<file path="config.mk">
export PLATFORM = sky130hd
export DESIGN_NAME = spawn_request_queue
export DESIGN_NICKNAME = d
export VERILOG_FILES = /design/src/rtl/spawn_request_queue.sv
export SDC_FILE = /design/constraint.sdc
export NUM_CORES = 1
export LEC_CHECK = 0
export ABC_AREA = 1
export ABC_CLOCK_PERIOD_IN_PS = 2500
export BUFFER_PORTS_ARGS = -buffer_cell sky130_fd_sc_hd__buf_2
export CAP_MARGIN = 20
export CELL_PAD_IN_SITES_DETAIL_PLACEMENT = 1
export CELL_PAD_IN_SITES_GLOBAL_PLACEMENT = 2
export CORE_ASPECT_RATIO = 0.75
export CORE_UTILIZATION = 36
export DETAILED_ROUTE_END_ITERATION = 7
export PLACE_DENSITY_LB_ADDON = 0.08
export SYNTH_ARGS = -nofsm -noshare
export SYNTH_HDL_FRONTEND = slang
export SYNTH_SLANG_ARGS = --single-unit
</file>
<file path="constraint.sdc">
create_clock -name clk -period 2.5 [get_ports clk]
set_clock_uncertainty 0.2 [all_clocks]
set_input_delay 0.125 -clock clk [delete_from_list [all_inputs] [get_ports clk]]
set_output_delay 0.125 -clock clk [all_outputs]
set_load 0.02 [all_outputs]
</file>
<file path="src/rtl/spawn_request_queue.sv">
// spawn_request_queue: turns software-written spawn codes on a level PIO port
// into single queued requests, presented one at a time to the game logic.
// A request is a change of spawn_in to a nonzero value; repeats of the same
// code produce nothing until the port goes through a different value.
// Optional feature: define SPAWN_RATE_LIMIT_EN to allow at most one pop per
// frame_tick (the first pop after reset is free).
module spawn_request_queue #(
  parameter int unsigned DEPTH  = 4,
  parameter int unsigned TYPE_W = 3
) (
  input  logic                         clk,
  input  logic                         reset_n,
  input  logic [TYPE_W-1:0]            spawn_in,
  input  logic                         frame_tick,
  input  logic                         spawn_ready,
  input  logic                         overflow_clr,
  output logic                         spawn_valid,
  output logic [TYPE_W-1:0]            spawn_type,
  output logic [$clog2(DEPTH):0]       count,
  output logic                         overflow
);

  localparam int unsigned PTR_W = $clog2(DEPTH);
  localparam int unsigned CNT_W = PTR_W + 1;

  logic [TYPE_W-1:0] mem [DEPTH];
  logic [TYPE_W-1:0] prev_q;
  logic [PTR_W-1:0]  rd_ptr;
  logic [PTR_W-1:0]  wr_ptr;

  logic              capture_c;
  logic              pop_c;
  logic              full_c;
  logic              push_c;
  logic              drop_c;
  logic [CNT_W-1:0]  count_nxt;
  logic [CNT_W-1:0]  count_after_pop;
  logic [PTR_W-1:0]  rd_ptr_nxt;
  logic [PTR_W-1:0]  wr_ptr_nxt;
  logic [TYPE_W-1:0] head_nxt;
  logic              overflow_nxt;
  logic              valid_nxt;
  logic [TYPE_W-1:0] type_nxt;
  logic              token_nxt;

`ifdef SPAWN_RATE_LIMIT_EN
  logic token;

  // Frame token: refilled by frame_tick, spent by a pop; refill wins.
  always_comb begin
    token_nxt = token;
    if (frame_tick) begin
      token_nxt = 1'b1;
    end else if (pop_c) begin
      token_nxt = 1'b0;
    end
  end

  // Token register; starts full so the first request is not delayed.
  always_ff @(posedge clk or negedge reset_n) begin
    if (!reset_n) begin
      token <= 1'b1;
    end else begin
      token <= token_nxt;
    end
  end
`else
  logic unused_frame_tick;
  assign unused_frame_tick = frame_tick;
  assign token_nxt         = 1'b1;
`endif

  // Request detection, push/pop arbitration and next head presentation.
  always_comb begin
    capture_c       = (spawn_in != prev_q) && (spawn_in != '0);
    pop_c           = spawn_valid && spawn_ready;
    full_c          = (count == CNT_W'(DEPTH));
    push_c          = capture_c && (!full_c || pop_c);
    drop_c          = capture_c && full_c && !pop_c;
    count_after_pop = count - CNT_W'(pop_c);
    count_nxt       = count_after_pop + CNT_W'(push_c);
    rd_ptr_nxt      = pop_c  ? rd_ptr + PTR_W'(1) : rd_ptr;
    wr_ptr_nxt      = push_c ? wr_ptr + PTR_W'(1) : wr_ptr;

    // An entry pushed into a queue that is empty after this pop is not in
    // the array yet, so it is forwarded straight to the head.
    head_nxt = mem[rd_ptr_nxt];
    if (push_c && (count_after_pop == '0)) begin
      head_nxt = spawn_in;
    end

    overflow_nxt = overflow;
    if (drop_c) begin
      overflow_nxt = 1'b1;
    end else if (overflow_clr) begin
      overflow_nxt = 1'b0;
    end

    valid_nxt = (count_nxt != '0) && token_nxt;
    type_nxt  = (count_nxt != '0) ? head_nxt : '0;
  end

  // Entry storage; contents are don't-care until written.
  always_ff @(posedge clk) begin
    if (push_c) begin
      mem[wr_ptr] <= spawn_in;
    end
  end

  // Control state and registered outputs.
  always_ff @(posedge clk or negedge reset_n) begin
    if (!reset_n) begin
      prev_q      <= '0;
      rd_ptr      <= '0;
      wr_ptr      <= '0;
      count       <= '0;
      overflow    <= 1'b0;
      spawn_valid <= 1'b0;
      spawn_type  <= '0;
    end else begin
      prev_q      <= spawn_in;
      rd_ptr      <= rd_ptr_nxt;
      wr_ptr      <= wr_ptr_nxt;
      count       <= count_nxt;
      overflow    <= overflow_nxt;
      spawn_valid <= valid_nxt;
      spawn_type  <= type_nxt;
    end
  end

endmodule

</file>
### Word level (Yosys, flattened, before mapping)

Memories as Yosys holds them, arrays and structs flattened.
Cells that the tools add are included.

| cells by class | value |
|---|---|
| muxes and demuxes | 7 |
| $add $sub $neg | 4 |
| equality and inequality tests | 2 |
| reductions and logical operators | 13 |

Operator list:

| cell | number |
|---|---|
| $logic_and A1 B1 Y1 | 6 |
| $mux W3 | 2 |
| $reduce_bool A3 Y1 | 2 |
| $add A2 B1 Y2 const B | 2 |
| $mux W1 | 4 |
| $add A3 B1 Y3 | 1 |
| $eq A3 B3 Y1 const B | 1 |
| $logic_not A3 Y1 | 1 |
| $ne A3 B3 Y1 | 1 |
| $sub A3 B1 Y3 | 1 |
| $logic_not A1 Y1 | 2 |
| $mux W2 | 1 |
| $reduce_bool A2 Y1 | 1 |
| $logic_or A1 B1 Y1 | 1 |

| storage, ports and cells | value |
|---|---|
| word-level logic and storage cells | 34 |
| bits in registers | 15 |
| memories kept | 1 |
| bits in writable memories | 12 |

Memories:

| memory | words | width | read ports | clocked after memory_dff | write ports | RTL line | text |
|---|---|---|---|---|---|---|---|
| mem | 4 | 3 | 1 | 0 | 1 | 26 | `logic [TYPE_W-1:0] mem [DEPTH];` |

### Logic depth before layout (Yosys ltp)

| depth | value |
|---|---|
| depth in word-level cells | 7 |
| depth in mapped cells | 14 |
| mapped depth without buffers | 14 |

### Least setup slack after synthesis

Ideal clock, no wire load.

| path | value |
|---|---|
| path kind | register -> register |
| from | register spawn_valid |
| to | register spawn_type[0] |
| required time | 2.182 ns |
| arrival time | 1.824 ns |
| setup slack | 0.358 ns |
| path buffers | 0 |
| stages on the path, launching flop included | 11 |
| path through | dfrtp_1 -> nand2_2 -> inv_1 -> ha_1 -> ha_1 -> inv_1 -> ha_1 -> nor2_1 -> nand2_4 -> nand2_1 -> nor2_2 |

| between the ends | value |
|---|---|
| longest elaborated chain between the ends | 6 |

RTL lines:

| item | RTL line | text |
|---|---|---|
| start: declaration | 17 | `output logic spawn_valid,` |
| start signal: assignment | 126 | `spawn_valid <= valid_nxt;` |
| $logic_and A1 B1 Y1 (*) | 76 | `pop_c = spawn_valid && spawn_ready;` |
| parallel branches: the longest is 2 deep, another holds $sub A3 B1 Y3 | -- |  |
| $add A3 B1 Y3 (*) | 81 | `count_nxt = count_after_pop + CNT_W'(push_c);` |
| named net count_nxt[1] | 36 | `logic [CNT_W-1:0] count_nxt;` |
| $reduce_bool A3 Y1 (*) | -- |  |
| named net valid_nxt | 42 | `logic valid_nxt;` |
| $mux W3 (*) | 100 | `type_nxt = (count_nxt != '0) ? head_nxt : '0;` |
| named net type_nxt[0] | 43 | `logic [TYPE_W-1:0] type_nxt;` |
| end signal: assignment | 127 | `spawn_type <= type_nxt;` |
| end: declaration | 18 | `output logic [TYPE_W-1:0] spawn_type,` |

Mark *: on every way through the listed nets, which the timed path passes.
A chain may end at the register's enable or synchronous reset.

### Final worst setup path

| path | value |
|---|---|
| from | input port spawn_in[2] |
| to | register spawn_type[0] |

| between the ends | value |
|---|---|
| longest elaborated chain between the ends | 6 |

RTL lines:

| item | RTL line | text |
|---|---|---|
| start: declaration | 13 | `input logic [TYPE_W-1:0] spawn_in,` |
| $ne A3 B3 Y1 or $reduce_bool A3 Y1 (tied branches) | 75 | `capture_c = (spawn_in != prev_q) && (spawn_in != '0);` |
| $logic_and A1 B1 Y1 (*) | 75 |  |
| $logic_and A1 B1 Y1 (*) | 78 | `push_c = capture_c && (!full_c \|\| pop_c);` |
| named net push_c | 34 | `logic push_c;` |
| $add A3 B1 Y3 (*) | 81 |  |
| $reduce_bool A3 Y1 (*) | -- |  |
| named net valid_nxt | 42 |  |
| $mux W3 (*) | 100 |  |
| named net type_nxt[0] | 43 |  |

Mark *: on every way through the listed nets, which the timed path passes. The rest lies on a longest branch.

==> results.py <==
metrics = {
    "status": {
        "outcome": "complete, no violations",
    },
    "worst_setup_path": {
        "r2r_end": "spawn_type[0]",
        "r2r_start": "spawn_valid",
        "startpoint_type": "primary input",
        "critPathKind": "in -> reg",
        "worstPathRequired_ns": 2.47,
        "reg2reg_depth": 10,
        "arrival_ns": 2.31,
        "critPathMaxFanout": 8,
        "reg2reg_slack_ns": 0.28,
        "end_kind": "register",
        "endpoint": "spawn_type[0]",
        "crit_path_start": "spawn_in[2]",
    },
    "grt": {
        "grt_pass1_wl_mm": 4.353,
        "grt_overflow_total": 0,
        "grt_usage_pct": 15.37,
        "grt_start_max_net_pins": 16,
        "grt_pass1_vias": 925,
        "antenna_found_initial": 0,
    },
    "finish": {
        "multi_input_area_um2": 538.0,
        "final_core_util_pct": 46.42,
        "n_antenna_cell": 0,
        "fillers": 399,
        "drive_gt1_share_pct": 27.56,
        "layout_common_cells": "nand2_1 (32), inv_1 (19), dfrtp_1 (15)",
        "final_common_cell": "nand2_1",
        "fin_nets": 173,
        "regArea_um2": 735.7,
        "area_growth_pct": 17.92,
    },
    "flow_run": {
        "maxCapViolations": 0,
    },
    "clocking": {
        "cts_max_path_buffers": 2,
        "insertion_delay_ns": 0.27,
        "cts_buffers": 3,
        "cts_tree": "yes",
        "cts_setup_buffers": 0,
        "clk_pin_slew_ns": 0.09,
        "cts_max_level": 1,
        "clockRootBuffer": "clkbuf_8",
        "cts.sinks": 27,
    },
    "placement": {
        "portBuffers": 14,
        "place_congestion": 0.7934,
        "hpwl_mm": 2.145,
    },
    "sta": {
        "fmax_mhz": 426.3,
        "rsz0062_at_grt": "false",
        "finalHoldViolations": 0,
        "final.setup.tns_ns": 0,
        "min_period_ns": 2.346,
        "worst_pin_slew_ns": 0.3424,
        "maxSlewViolCount": 0,
        "finalSetupViolCount": 0,
        "relSlewSlack_pct": 77.18,
        "fin_crit_sh_pct": 93.83,
    },
    "drt": {
        "dr_total_vias": 929,
        "drt_iter0_drc": 21,
        "drc": 0,
        "wl_per_cell_um": 13.12,
        "ant_nets": 0,
        "vias_per_cell": 4.510,
        "drt_pass1_iterations": 2,
        "wl_mm": 2.703,
    },
    "floorplanning": {
        "ios": 16,
        "start_util_pct": 39.36,
        "row_count": 18,
        "dieHeight_um": 54.99,
        "coreArea_um2": 3423,
        "dieWidth_um": 72.65,
        "fp.dieArea_um2": 3994,
    },
    "synthesis": {
        "synthTopCellsByArea": "dfrtp_1 (28%), edfxtp_1 (27%), nand2_1 (9.2%)",
        "yosysSeqAreaShare_pct": 54.60,
        "yosys_warnings": 0,
        "synth_cell_types": 20,
        "synth_area_per_cell_um2": 10.13,
        "synthCells": 133,
        "synth_top_area_share_pct": 27.86,
        "synth_area_um2": 1348,
        "ys_ff_latch": 27,
        "synth_nets": 149,
        "yosysTopAreaCell": "dfrtp_1",
    },
    "power": {
        "p_leak_uw": 0.0007803,
        "irDropWorstVdd_mv": 0.4634,
        "p_per_area_nw_per_um2": 1202,
        "p_total_uw": 1909,
    },
    "hold_path": {
        "hold_path.class": "in -> async",
    },
}
stage by stage:
stage / cells / hold WS, ns / cell area [um2] / worst slack [ns]
floorplan: 133 / -0.3706 / 1348 / 0.3576
global placement: 197 / -0.1549 / 1480 / 0.2762
detailed placement: 197 / -0.1452 / 1480 / 0.1964
CTS: 206 / 0.07708 / 1577 / 0.02683
global route: 206 / 0.1003 / 1589 / 0.008335
finish: 206 / 0.07488 / 1589 / 0.1542
report_power, final:
part,internal (uW),switching (uW)
logic,343,601
registers,636,83.7
clock network,112,134
cells in the mapped netlist:
cell and number:
nand3_4 1, nor2_2 6, edfxtp_1 12, nand2_4 4, nand2_2 2, xnor2_2 1
o22ai_1 1, nand2_1 33, nand3_2 1, xnor2_1 1, nand4_4 1, inv_2 4
inv_1 19, ha_1 8, xor2_1 1, nor2_4 1, nor2_1 9, dfrtp_1 15
nand4_2 1, nand3_1 12
what timing repair did:
action | CTS | global route
hold buffers | 5 | 0
endpoints found under the hold margin | 31 | 0
endpoints found under the setup margin | 0 | 3
resized for setup | 0 | 3
sequential cells by signal, indices dropped and copies added, names as in the netlist:
name,count
wr_ptr,2
mem,12
overflow,1
spawn_type,3
rd_ptr,2
spawn_valid,1
prev_q,3
count,3
worst max-delay path, cell delays in order:
cell,delay [ns]
dlygate4sd3_1,0.53
buf_2,0.17
inv_1,0.08
nand2_1,0.05
nand2_1,0.06
nand3_2,0.12
nand2_2,0.11
inv_2,0.04
nand2_4,0.09
inv_2,0.06
ha_1,0.21
ha_1,0.22
xnor2_2,0.22
nand2_4,0.08
nand2_1,0.09
nor2_2,0.04
layer usage:
layer  track usage, %  wire (um)  up-vias
met5                0          0        -
met4            4.902         10        0
met3            3.804         80        2
met2            27.26       1347       14
met1            18.86       1265      452
li1                 -          -      461
how the worst min path moves through the flow:
| stage | cells past startpoint | end | slack [ns] |
|---|---|---|---|
| after detailed placement | 1 | wr_ptr[0] | -0.15 |
| after CTS | 2 | wr_ptr[0] | 0.08 |
| after global routing | 4 | rd_ptr[0] | 0.10 |
| after floorplan | 0 | count[0] | -0.37 |
| final | 2 | wr_ptr[1] | 0.07 |
| after global placement | 1 | wr_ptr[1] | -0.15 |
logic make-up after synthesis:
group / count (synthesis) / share of synthesized area [%]
fa+ha+maj: 8 / 7.428
buf+inv: 23 / 6.406
xor+xnor: 3 / 2.508
flops: 27 / 54.60
compound gates: 1 / 0.4645
simple gates: 71 / 28.60
area by class of cell:
class | instances | area share [%]
clock inverter | 1 | 0.3150
clock buffer | 3 | 2.598
tap | 50 | 3.937
multi-input combinational | 83 | 33.86
inverter | 23 | 5.433
timing repair buffer | 19 | 7.559
sequential | 27 | 46.30
No activity file was read; power rests on OpenSTA's default activity.
